--- config.mk ---
export PLATFORM = sky130hd
export DESIGN_NAME = alu_share_ctrl_flat
export DESIGN_NICKNAME = d
export VERILOG_FILES = /design/src/rtl/alu_share_ctrl_if.sv /design/src/rtl/alu_share_ctrl.sv /design/src/flat_wrapper.sv
export SDC_FILE = /design/constraint.sdc
export NUM_CORES = 2
export LEC_CHECK = 0
export BUFFER_PORTS_ARGS = -buffer_cell sky130_fd_sc_hd__buf_4
export CORE_ASPECT_RATIO = 0.5
export CORE_MARGIN = 1
export CORE_UTILIZATION = 56
export DETAILED_ROUTE_END_ITERATION = 8
export PLACE_DENSITY_LB_ADDON = 0.12
export SYNTH_ARGS = -nofsm -noshare
export SYNTH_HDL_FRONTEND = slang
export SYNTH_SLANG_ARGS = --single-unit
--- constraint.sdc ---
create_clock -name clk_i -period 7.8 [get_ports clk_i]
set_clock_uncertainty 0.1 [all_clocks]
set_input_delay 0.39 -clock clk_i [delete_from_list [all_inputs] [get_ports clk_i]]
set_output_delay 0.39 -clock clk_i [all_outputs]
set_load 0.01 [all_outputs]
--- src/rtl/alu_share_ctrl_if.sv ---
// Request/response bundle for the two-port shared ALU scheduler.
// Two requesters push operands and pull results here; busy/grant show ALU status.
interface alu_share_ctrl_if;
    logic        req0_valid_i;
    logic        req0_ready_o;
    logic [31:0] req0_src1_i;
    logic [31:0] req0_src2_i;
    logic [3:0]  req0_ctrl_i;
    logic        req1_valid_i;
    logic        req1_ready_o;
    logic [31:0] req1_src1_i;
    logic [31:0] req1_src2_i;
    logic [3:0]  req1_ctrl_i;
    logic        rsp0_valid_o;
    logic        rsp0_ready_i;
    logic [31:0] rsp0_result_o;
    logic        rsp0_zero_o;
    logic        rsp1_valid_o;
    logic        rsp1_ready_i;
    logic [31:0] rsp1_result_o;
    logic        rsp1_zero_o;
    logic        busy_o;
    logic        grant_o;

    modport slave (
        input  req0_valid_i, req0_src1_i, req0_src2_i, req0_ctrl_i,
        input  req1_valid_i, req1_src1_i, req1_src2_i, req1_ctrl_i,
        input  rsp0_ready_i, rsp1_ready_i,
        output req0_ready_o, req1_ready_o,
        output rsp0_valid_o, rsp0_result_o, rsp0_zero_o,
        output rsp1_valid_o, rsp1_result_o, rsp1_zero_o,
        output busy_o, grant_o
    );

    modport master (
        output req0_valid_i, req0_src1_i, req0_src2_i, req0_ctrl_i,
        output req1_valid_i, req1_src1_i, req1_src2_i, req1_ctrl_i,
        output rsp0_ready_i, rsp1_ready_i,
        input  req0_ready_o, req1_ready_o,
        input  rsp0_valid_o, rsp0_result_o, rsp0_zero_o,
        input  rsp1_valid_o, rsp1_result_o, rsp1_zero_o,
        input  busy_o, grant_o
    );
endinterface

--- src/rtl/alu_share_ctrl.sv ---
// Round-robin scheduler sharing one combinational 32-bit ALU between two requesters.
// Ports: clk_i, rst_i (async, active-high), bus (alu_share_ctrl_if.slave).

// Team 32-bit combinational ALU.
module alu_core (
    input  logic [31:0] src1_i,
    input  logic [31:0] src2_i,
    input  logic [3:0]  ctrl_i,
    output logic [31:0] result_o,
    output logic        zero_o
);
    always_comb begin
        result_o = 32'h0;
        case (ctrl_i)
            4'b0000: result_o = src1_i & src2_i;
            4'b0001: result_o = src1_i | src2_i;
            4'b0010: result_o = src1_i + src2_i;
            4'b0111: result_o = {31'h0, src1_i < src2_i};
            4'b1000: result_o = {31'h0, $signed(src1_i) < $signed(src2_i)};
            4'b1001: result_o = $unsigned($signed(src2_i) >>> src1_i[4:0]);
            // Low half of a product is identical for signed and unsigned.
            4'b1010: result_o = src1_i * src2_i;
            4'b1011: result_o = {src2_i[15:0], 16'h0};
            default: result_o = 32'h0;
        endcase
    end

    assign zero_o = (result_o == 32'h0);
endmodule

module alu_share_ctrl #(
    parameter int unsigned MUL_LAT = 3
) (
    input  logic              clk_i,
    input  logic              rst_i,
    alu_share_ctrl_if.slave   bus
);
    typedef enum logic {IDLE, EXEC} state_e;

    localparam logic [3:0] CTRL_MUL = 4'b1010;
    localparam logic [3:0] MUL_CNT  = 4'(MUL_LAT - 1);

    state_e      state_q, state_d;
    logic [3:0]  cnt_q, cnt_d;
    logic [31:0] src1_q, src1_d;
    logic [31:0] src2_q, src2_d;
    logic [3:0]  ctrl_q, ctrl_d;
    logic        owner_q, owner_d;
    logic        last_grant_q, last_grant_d;
    logic        grant_q, grant_d;
    logic        rsp0_valid_q, rsp0_valid_d;
    logic [31:0] rsp0_result_q, rsp0_result_d;
    logic        rsp0_zero_q, rsp0_zero_d;
    logic        rsp1_valid_q, rsp1_valid_d;
    logic [31:0] rsp1_result_q, rsp1_result_d;
    logic        rsp1_zero_q, rsp1_zero_d;

    logic        elig0, elig1, pick;
    logic        rdy0, rdy1;
    logic        supported;
    logic [31:0] alu_result, op_result;
    logic        alu_zero, op_zero;

    alu_core u_alu (
        .src1_i   (src1_q),
        .src2_i   (src2_q),
        .ctrl_i   (ctrl_q),
        .result_o (alu_result),
        .zero_o   (alu_zero)
    );

    always_comb begin
        supported = 1'b0;
        case (ctrl_q)
            4'b0000, 4'b0001, 4'b0010, 4'b0111,
            4'b1000, 4'b1001, 4'b1010, 4'b1011: supported = 1'b1;
            default: supported = 1'b0;
        endcase
    end

    assign op_result = supported ? alu_result : 32'h0;
    assign op_zero   = supported ? alu_zero : 1'b1;

    // A pending response blocks its owner; a same-cycle drain only
    // helps from the following cycle since the registered flag is used.
    assign elig0 = bus.req0_valid_i & ~rsp0_valid_q;
    assign elig1 = bus.req1_valid_i & ~rsp1_valid_q;
    assign pick  = (elig0 & elig1) ? ~last_grant_q : elig1;

    always_comb begin
        state_d       = state_q;
        cnt_d         = cnt_q;
        src1_d        = src1_q;
        src2_d        = src2_q;
        ctrl_d        = ctrl_q;
        owner_d       = owner_q;
        last_grant_d  = last_grant_q;
        grant_d       = grant_q;
        rsp0_valid_d  = rsp0_valid_q;
        rsp0_result_d = rsp0_result_q;
        rsp0_zero_d   = rsp0_zero_q;
        rsp1_valid_d  = rsp1_valid_q;
        rsp1_result_d = rsp1_result_q;
        rsp1_zero_d   = rsp1_zero_q;
        rdy0          = 1'b0;
        rdy1          = 1'b0;

        if (rsp0_valid_q && bus.rsp0_ready_i) rsp0_valid_d = 1'b0;
        if (rsp1_valid_q && bus.rsp1_ready_i) rsp1_valid_d = 1'b0;

        unique case (state_q)
            IDLE: begin
                if (elig0 || elig1) begin
                    rdy0         = ~pick;
                    rdy1         = pick;
                    src1_d       = pick ? bus.req1_src1_i : bus.req0_src1_i;
                    src2_d       = pick ? bus.req1_src2_i : bus.req0_src2_i;
                    ctrl_d       = pick ? bus.req1_ctrl_i : bus.req0_ctrl_i;
                    owner_d      = pick;
                    last_grant_d = pick;
                    grant_d      = pick;
                    cnt_d        = (ctrl_d == CTRL_MUL) ? MUL_CNT : 4'h0;
                    state_d      = EXEC;
                end
            end
            EXEC: begin
                if (cnt_q == 4'h0) begin
                    state_d = IDLE;
                    if (owner_q) begin
                        rsp1_valid_d  = 1'b1;
                        rsp1_result_d = op_result;
                        rsp1_zero_d   = op_zero;
                    end else begin
                        rsp0_valid_d  = 1'b1;
                        rsp0_result_d = op_result;
                        rsp0_zero_d   = op_zero;
                    end
                end else begin
                    cnt_d = cnt_q - 4'h1;
                end
            end
            default: state_d = IDLE;
        endcase
    end

    always_ff @(posedge clk_i or posedge rst_i) begin
        if (rst_i) begin
            state_q       <= IDLE;
            cnt_q         <= 4'h0;
            src1_q        <= 32'h0;
            src2_q        <= 32'h0;
            ctrl_q        <= 4'h0;
            owner_q       <= 1'b0;
            last_grant_q  <= 1'b1;
            grant_q       <= 1'b0;
            rsp0_valid_q  <= 1'b0;
            rsp0_result_q <= 32'h0;
            rsp0_zero_q   <= 1'b0;
            rsp1_valid_q  <= 1'b0;
            rsp1_result_q <= 32'h0;
            rsp1_zero_q   <= 1'b0;
        end else begin
            state_q       <= state_d;
            cnt_q         <= cnt_d;
            src1_q        <= src1_d;
            src2_q        <= src2_d;
            ctrl_q        <= ctrl_d;
            owner_q       <= owner_d;
            last_grant_q  <= last_grant_d;
            grant_q       <= grant_d;
            rsp0_valid_q  <= rsp0_valid_d;
            rsp0_result_q <= rsp0_result_d;
            rsp0_zero_q   <= rsp0_zero_d;
            rsp1_valid_q  <= rsp1_valid_d;
            rsp1_result_q <= rsp1_result_d;
            rsp1_zero_q   <= rsp1_zero_d;
        end
    end

    assign bus.req0_ready_o  = rdy0;
    assign bus.req1_ready_o  = rdy1;
    assign bus.rsp0_valid_o  = rsp0_valid_q;
    assign bus.rsp0_result_o = rsp0_result_q;
    assign bus.rsp0_zero_o   = rsp0_zero_q;
    assign bus.rsp1_valid_o  = rsp1_valid_q;
    assign bus.rsp1_result_o = rsp1_result_q;
    assign bus.rsp1_zero_o   = rsp1_zero_q;
    assign bus.busy_o        = (state_q == EXEC);
    assign bus.grant_o       = grant_q;
endmodule
--- src/flat_wrapper.sv ---
// flat-port wrapper written by rule: the top's interface ports become plain ports
module alu_share_ctrl_flat 
#(
    parameter int unsigned MUL_LAT = 3
)
  (clk_i, rst_i, bus_req0_valid_i, bus_req0_src1_i, bus_req0_src2_i, bus_req0_ctrl_i, bus_req1_valid_i, bus_req1_src1_i, bus_req1_src2_i, bus_req1_ctrl_i, bus_rsp0_ready_i, bus_rsp1_ready_i, bus_req0_ready_o, bus_req1_ready_o, bus_rsp0_valid_o, bus_rsp0_result_o, bus_rsp0_zero_o, bus_rsp1_valid_o, bus_rsp1_result_o, bus_rsp1_zero_o, bus_busy_o, bus_grant_o);
  alu_share_ctrl_if bus_i ();
  input  logic clk_i;
  input  logic rst_i;
  input wire logic [$bits(bus_i.req0_valid_i)-1:0] bus_req0_valid_i;
  input wire logic [$bits(bus_i.req0_src1_i)-1:0] bus_req0_src1_i;
  input wire logic [$bits(bus_i.req0_src2_i)-1:0] bus_req0_src2_i;
  input wire logic [$bits(bus_i.req0_ctrl_i)-1:0] bus_req0_ctrl_i;
  input wire logic [$bits(bus_i.req1_valid_i)-1:0] bus_req1_valid_i;
  input wire logic [$bits(bus_i.req1_src1_i)-1:0] bus_req1_src1_i;
  input wire logic [$bits(bus_i.req1_src2_i)-1:0] bus_req1_src2_i;
  input wire logic [$bits(bus_i.req1_ctrl_i)-1:0] bus_req1_ctrl_i;
  input wire logic [$bits(bus_i.rsp0_ready_i)-1:0] bus_rsp0_ready_i;
  input wire logic [$bits(bus_i.rsp1_ready_i)-1:0] bus_rsp1_ready_i;
  output wire logic [$bits(bus_i.req0_ready_o)-1:0] bus_req0_ready_o;
  output wire logic [$bits(bus_i.req1_ready_o)-1:0] bus_req1_ready_o;
  output wire logic [$bits(bus_i.rsp0_valid_o)-1:0] bus_rsp0_valid_o;
  output wire logic [$bits(bus_i.rsp0_result_o)-1:0] bus_rsp0_result_o;
  output wire logic [$bits(bus_i.rsp0_zero_o)-1:0] bus_rsp0_zero_o;
  output wire logic [$bits(bus_i.rsp1_valid_o)-1:0] bus_rsp1_valid_o;
  output wire logic [$bits(bus_i.rsp1_result_o)-1:0] bus_rsp1_result_o;
  output wire logic [$bits(bus_i.rsp1_zero_o)-1:0] bus_rsp1_zero_o;
  output wire logic [$bits(bus_i.busy_o)-1:0] bus_busy_o;
  output wire logic [$bits(bus_i.grant_o)-1:0] bus_grant_o;
  assign bus_i.req0_valid_i = bus_req0_valid_i;
  assign bus_i.req0_src1_i = bus_req0_src1_i;
  assign bus_i.req0_src2_i = bus_req0_src2_i;
  assign bus_i.req0_ctrl_i = bus_req0_ctrl_i;
  assign bus_i.req1_valid_i = bus_req1_valid_i;
  assign bus_i.req1_src1_i = bus_req1_src1_i;
  assign bus_i.req1_src2_i = bus_req1_src2_i;
  assign bus_i.req1_ctrl_i = bus_req1_ctrl_i;
  assign bus_i.rsp0_ready_i = bus_rsp0_ready_i;
  assign bus_i.rsp1_ready_i = bus_rsp1_ready_i;
  assign bus_req0_ready_o = bus_i.req0_ready_o;
  assign bus_req1_ready_o = bus_i.req1_ready_o;
  assign bus_rsp0_valid_o = bus_i.rsp0_valid_o;
  assign bus_rsp0_result_o = bus_i.rsp0_result_o;
  assign bus_rsp0_zero_o = bus_i.rsp0_zero_o;
  assign bus_rsp1_valid_o = bus_i.rsp1_valid_o;
  assign bus_rsp1_result_o = bus_i.rsp1_result_o;
  assign bus_rsp1_zero_o = bus_i.rsp1_zero_o;
  assign bus_busy_o = bus_i.busy_o;
  assign bus_grant_o = bus_i.grant_o;
  alu_share_ctrl #(.MUL_LAT(MUL_LAT)) u_core (.clk_i(clk_i), .rst_i(rst_i), .bus(bus_i));
endmodule
# Word level (Yosys, flattened, before mapping)
# Memories as Yosys holds them, arrays and structs flattened.
# Cells that the tools add are included.
totals:
  register_bits: 143
  romBits: 16
  input_bits: 142
  output_inout_bits: 72
  wordCells: 77
  memories: 1
memory_table:
  columns: ["name", "depth", "word_bits", "read_ports", "rd_clocked_by_memory_dff", "wr", "line", "rtl"]
  rows:
  - ["(name not given)", 16, 1, 1, 0, 0, "alu_share_ctrl.sv:74", "case (ctrl_q)"]
classes:
  addsub: 2
  n_mul: 1
  order_cmp: 2
  n_eq_ne: 10
  shifts: 1
  n_mux: 26
  n_bitwise: 11
  reduce_logical: 10
op_table:
  columns: ["operator", "n"]
  rows:
  - ["32-bit case mux with 8 select lines", 1]
  - ["32-bit 2-to-1 mux", 3]
  - ["32-bit < comparator", 2]
  - ["32-bit adder", 1]
  - ["32-bit AND", 1]
  - ["32-bit zero test", 1]
  - ["32-bit by 32-bit multiplier with 32-bit output", 1]
  - ["32-bit OR", 1]
  - ["32-bit by 5-bit >>> shifter with 32-bit output", 1]
  - ["4-bit == test (second input constant)", 5]
  - ["1-bit 2-to-1 mux", 16]
  - ["4-bit 2-to-1 mux", 3]
  - ["4-bit zero test", 2]
  - ["4-bit case mux with 2 select lines", 1]
  - ["1-bit inverter", 6]
  - ["3-bit AND reduction", 2]
  - ["4-bit by 1-bit == test with 1-bit output (second input constant)", 1]
  - ["4-bit by 2-bit == test with 1-bit output (second input constant)", 1]
  - ["4-bit by 3-bit == test with 1-bit output (second input constant)", 1]
  - ["2-bit AND reduction", 2]
  - ["4-bit by 1-bit subtractor with 4-bit output (second input constant)", 1]
  - ["1-bit AND", 3]
  - ["1-bit logical AND", 2]
  - ["2-bit 2-to-1 mux", 1]
  - ["4 further kinds", 4]

# Longest topological paths before layout
logic_depth:
  word_depth: 9
  ltp_mapped: 33
  ltp_nobuf: 28

# By module
# From an unflattened synthesis, not the netlist that was laid out.
hier_totals:
  hier_cells: 3204
  hier_area_um2: 27208.6
by_module_without_submodules:
  columns: ["mod", "instances", "cells_per_inst", "area_each_um2", "seq_area_each_um2"]
  rows:
  - ["alu_core", 1, 2632, 21196.6, 0.0]
  - ["alu_share_ctrl", 1, 572, 6012.0, 3579.7]

# Least setup slack after synthesis
# OpenSTA, ideal clock, no wires.
synth_timing:
  kind: "reg2reg"
  start: "register u_core.src1_q[3]"
  end: "register u_core.rsp1_zero_q, in the netlist u_core.bus.rsp1_zero_o"
  t_arrival_ns: 7.982
  required_time_ns: 7.590
  path_slack_ns: -0.392
  stages_incl_launch_ff: 31
  synth_period_minus_slack_ns: 8.192
  path_cell_list: "dfrtp_1 > clkbuf_1 > clkbuf_1 > clkbuf_1 > clkbuf_1 > buf_1 > nand2_1 > fa_1 > inv_1 > fa_1 > fa_1 > inv_1 > fa_1 > inv_1 > ha_1 > ha_1 > fa_1 > fa_1 > ha_1 > clkbuf_1 > nand2_1 > o311ai_1 > nor4_1 > a21oi_1 > xnor2_1 > o211ai_1 > or3_1 > or4_1 > nor4_1 > nand4_1 > o41ai_1"
synth_between:
  elab_chain_cells: 4
  word_cells_on_any_way: 10
synth_rtl:
  columns: ["item", "line", "rtl"]
  rows:
  - ["start, declared", "alu_share_ctrl.sv:45", "logic [31:0] src1_q, src1_d;"]
  - ["start signal, assigned", "alu_share_ctrl.sv:165", "src1_q <= src1_d;"]
  - ["32-bit by 32-bit multiplier with 32-bit output (tied with other cells)", "alu_share_ctrl.sv:22", "4'b1010: result_o = src1_i * src2_i;"]
  - ["32-bit case mux with 8 select lines *", "alu_share_ctrl.sv:14", "case (ctrl_i)"]
  - ["32-bit zero test *", "alu_share_ctrl.sv:28", "assign zero_o = (result_o == 32'h0);"]
  - ["1-bit 2-to-1 mux *", "alu_share_ctrl.sv:82", "assign op_zero = supported ? alu_zero : 1'b1;"]
  - ["end signal, assigned", "alu_share_ctrl.sv:176", "rsp1_zero_q <= rsp1_zero_d;"]
  - ["end, declared", "alu_share_ctrl.sv:56", "logic rsp1_zero_q, rsp1_zero_d;"]
# Every way passes the cells marked *; elsewhere a longest branch is shown, timed or not.
# A chain may end at the register's enable or synchronous reset.

# Worst setup path after layout
layout_timing:
  start: "register u_core.src2_q[10]"
  end: "register u_core.rsp1_zero_q, in the netlist u_core.bus.rsp1_zero_o"
layout_between:
  elab_chain_cells: 4
  word_cells_on_any_way: 10
layout_rtl:
  columns: ["item", "line", "rtl"]
  rows:
  - ["start, declared", "alu_share_ctrl.sv:46", "logic [31:0] src2_q, src2_d;"]
  - ["start signal, assigned", "alu_share_ctrl.sv:166", "src2_q <= src2_d;"]
  - ["32-bit by 32-bit multiplier with 32-bit output (tied with other cells)", "alu_share_ctrl.sv:22", null]
  - ["32-bit case mux with 8 select lines *", "alu_share_ctrl.sv:14", null]
  - ["32-bit zero test *", "alu_share_ctrl.sv:28", null]
  - ["1-bit 2-to-1 mux *", "alu_share_ctrl.sv:82", null]
# Marked as above.

==> metrics.md <==
| Metric | Value |
|---|---|
| Synthesized netlist net count | `3,972` |
| Maximum level of the CTS H-tree | `4` |
| Count of pins on the block boundary | `214` |
| Maximum fanout along the worst path | `9` |
| Kind of critical path | `reg -> reg` |
| Share of the clock period used by the worst path after layout | `106%` |
| Growth of design area from synthesis to finish | `21.3%` |
| Die outline width | `314 µm` |
| Fraction of synthesis flops using an asynchronous set or reset pin | `100%` |
| Most common cell after layout, fill and taps aside | `buf_4` |
| Area of the core region | `47,400 µm²` |
| Kind of end point of the critical path | `flop` |
| Worst slack after detailed placement | `-0.538 ns` |
| Highest-delay cell along the critical path | `or4_4` |
| Critical path's largest stage delay | `0.58 ns` |
| Crit start category | `flop` |
| Layout Nets | `4,361` |
| Required time at the worst-slack endpoint | `8.05 ns` |
| Pin slew with the least headroom to its limit | `1.43 ns` |
| IO buf count | `213` |
| Number of cells on the worst reg-to-reg path | `26` |
| Max clock buf depth | `2` |
| Placed instance area | `31,700 µm²` |
| Final WL | `133,000 µm` |
| Count of unresolved DRC violations after routing | `56` |
| Synth cell types | `84` |
| Register area | `3590 µm²` |
| Gate count of the mapped netlist | `3,201` |
| Clk root buf | `clkbuf_16` |
| Tightest Hold Check Type | `in -> async` |
| Via count | `28,368` |
| Leading cell types in the layout, fill and taps excluded | `buf_4 (541), inv_1 (505), fa_1 (395), nor2_1 (387), nand2_1 (382)` |
| Vertical die dimension | `158 µm` |
| First-pass GRT wire length | `188,000 µm` |
| TritonCTS buffer count | `17` |
| Worst-Skew Late Latency | `0.49 ns` |
| Initial antenna violation count | `8` |
| Via count of the first global-routing pass | `28,090` |
| FILL cells | `3,606` |
| TritonCTS clock tree | `built` |
| Prevailing post-synth register cell | `dfrtp_1` |
| RSZ-0062 raised after global routing | `yes` |
| Vias per std cell | `6.68` |
| Critical Path Most Common Cell | `fa_1` |
| Post-Syn Area per Cell | `8.51 µm²` |
| Initial standard-cell utilization of the core | `57.4%` |
| Detailed router's first-iteration violation count | `4,692` |
| Reg2Reg Launch Point | `u_core.src2_q[10]` |
| Overflow left after global routing | `0` |
| Yosys warning total | `0` |
| Fraction of the yosys area taken by sequential cells | `13.1%` |
| Last weighted congestion value of the routability-driven placer | `1.12` |
| Cell area after synthesis | `27,200 µm²` |
| Run status | `finished with violations` |
| Worst Path Arrival | `8.55 ns` |
| Post-Route Hold Slack | `0.00733 ns` |
| Violations in the final reports | `DRC, setup timing` |
| Critical register-to-register path endpoint | `u_core.bus.rsp1_zero_o` |
| Final cell area excluding filler cells | `33,000 µm²` |
| Die Footprint | `49,600 µm²` |
| Max-cap violations | `0` |
| Shortest clock period the worst path allows after layout | `8.30 ns` |
| Final-report setup violation count | `5` |
| Final-report hold violation count | `0` |
| Worst path setup slack after routing | `-0.499 ns` |
| Detailed placement HPWL | `106,000 µm` |
| Fin. max-slew vios | `0` |
| Area of the multi-input gates | `21,300 µm²` |
| Antenna violation net count after detailed routing | `0` |
| Clock input transition at the sequential cells of the worst setup and hold paths | `0.08 ns` |
| Number of rows in the core area | `56` |
| Number of enable flip-flop cells after synthesis | `0` |
| Total global-route track usage | `53.9%` |
| Register-to-register path setup slack | `-0.50 ns` |
| Highest achievable clock rate | `121 MHz` |
| Layout cells sized above 1 | `22.5%` |
| Max-slew headroom | `4.95%` |
| Number of iterations in the first detailed-routing pass | `9` |
| Maximum number of pins on one net before global-route repair | `92` |
| Post-DR wirelength/cell | `31.4 µm` |
| Clk sinks | `143` |
| Synthesized flop and latch total | `143` |
[metrics by stage]
| step | TNS, ns | utilization, % | instances |
|---|---|---|---|
| 2_1_floorplan | 0 | - | 3201 |
| 3_3_place_gp | -1.37 | 66.9 | 4192 |
| 3_5_place_dp | -2.16 | 66.9 | 4192 |
| 4_1_cts | -0.493 | 68.8 | 4233 |
| 5_1_grt | -2.28 | 69.6 | 4241 |
| 6_report | -1.31 | 69.6 | 4248 |
[critical path: cells and delay by family (launching register included)]
family          cells  cell delay [ns]
fa+ha+maj           9             4.22
simple gates        6             1.68
compound gates      4             0.81
buf+inv             6             0.75
flops               1             0.43
xor+xnor            1             0.17
[how the worst max path moves through the flow]
stage / from / to / slack [ns]
6_report: u_core.src2_q[10] / u_core.bus.rsp1_zero_o / -0.50
5_1_grt: u_core.src1_q[7] / u_core.bus.rsp1_zero_o / -0.62
4_1_cts: u_core.src2_q[2] / u_core.bus.rsp1_zero_o / -0.24
3_5_place_dp: u_core.src2_q[4] / u_core.bus.rsp0_zero_o / -0.54
3_3_place_gp: u_core.src2_q[4] / u_core.bus.rsp0_zero_o / -0.50
2_1_floorplan: u_core.src1_q[2] / u_core.bus.rsp1_zero_o / 0.005
[cells by family after synthesis]
logic type                 after synthesis  share of synthesized area [%]
and+or+nand+nor                        976                           15.2
muxes                                   98                           4.79
DFF                                    143                           13.1
xor gates and xnor gates                88                           2.83
AOI/OAI and AO/OA                      515                           13.3
buffers and inverters                  752                           10.5
adders and majority gates              629                           40.2
[routing by layer]
layer	GRT usage, %	up-vias	share of wire [%]
li1	-	11200	-
met1	68.5	13755	36
met2	69.6	2708	36
met3	34.9	687	21
met4	24.6	18	6.2
met5	5.53	-	0.40
[cell usage after synthesis, types with 13 or more instances]
cell / count / share of area (%)
xnor2_1: 68 / 2.2
o21ai_0: 103 / 1.9
clkbuf_1: 162 / 2.2
nor2_1: 399 / 5.5
mux2i_1: 37 / 1.4
nor3_1: 33 / 0.61
nand3_1: 33 / 0.61
o22ai_1: 18 / 0.41
inv_1: 527 / 7.3
a21o_1: 13 / 0.36
mux4_2: 22 / 1.8
o31ai_1: 13 / 0.36
dfrtp_1: 142 / 13
mux2_2: 39 / 1.6
nand2_1: 383 / 5.3
buf_1: 33 / 0.45
a21oi_1: 99 / 1.8
fa_1: 409 / 30
a222oi_1: 64 / 2.4
a211oi_1: 34 / 0.94
xor2_1: 20 / 0.64
ha_1: 220 / 10
nand2b_1: 18 / 0.41
a221oi_1: 17 / 0.55
o211ai_1: 18 / 0.50
a31oi_1: 17 / 0.39
[sequential cells by signal, summed over array words and instances (netlist names)]
| name | flops |
|---|---|
| u_core.last_grant_q | 1 |
| u_core.src1_q | 32 |
| u_core.bus.rsp1_valid_o | 1 |
| u_core.cnt_q | 4 |
| u_core.owner_q | 1 |
| u_core.ctrl_q | 4 |
| u_core.bus.busy_o | 1 |
| u_core.bus.rsp0_zero_o | 1 |
| u_core.bus.rsp0_valid_o | 1 |
| u_core.bus.rsp1_result_o | 32 |
| u_core.src2_q | 32 |
| u_core.bus.rsp1_zero_o | 1 |
| u_core.bus.rsp0_result_o | 32 |
[layout make-up]
cell class / instances / share of cell area [%]
timing repair buffer: 578 / 14.1
clock inverter: 15 / 0.572
tap: 638 / 2.42
sequential: 143 / 10.9
multi-input combinational: 2306 / 64.4
clock buffer: 17 / 1.29
antenna: 7 / 0.0530
inverter: 544 / 6.24
[repair_timing]
| item | 4_1_cts | 5_1_grt |
|---|---|---|
| hold buffers | 2 | 0 |
| endpoints found under the setup margin | 8 | 15 |
| gates resized for setup | 61 | 85 |
| hold endpoints to repair | 2 | 0 |
| setup buffers | 7 | 9 |
| pin swaps | 18 | 56 |
Power is left out: the tool's default activity adds up to more than one toggle a clock period on the data nets, which glitch-free logic cannot reach.
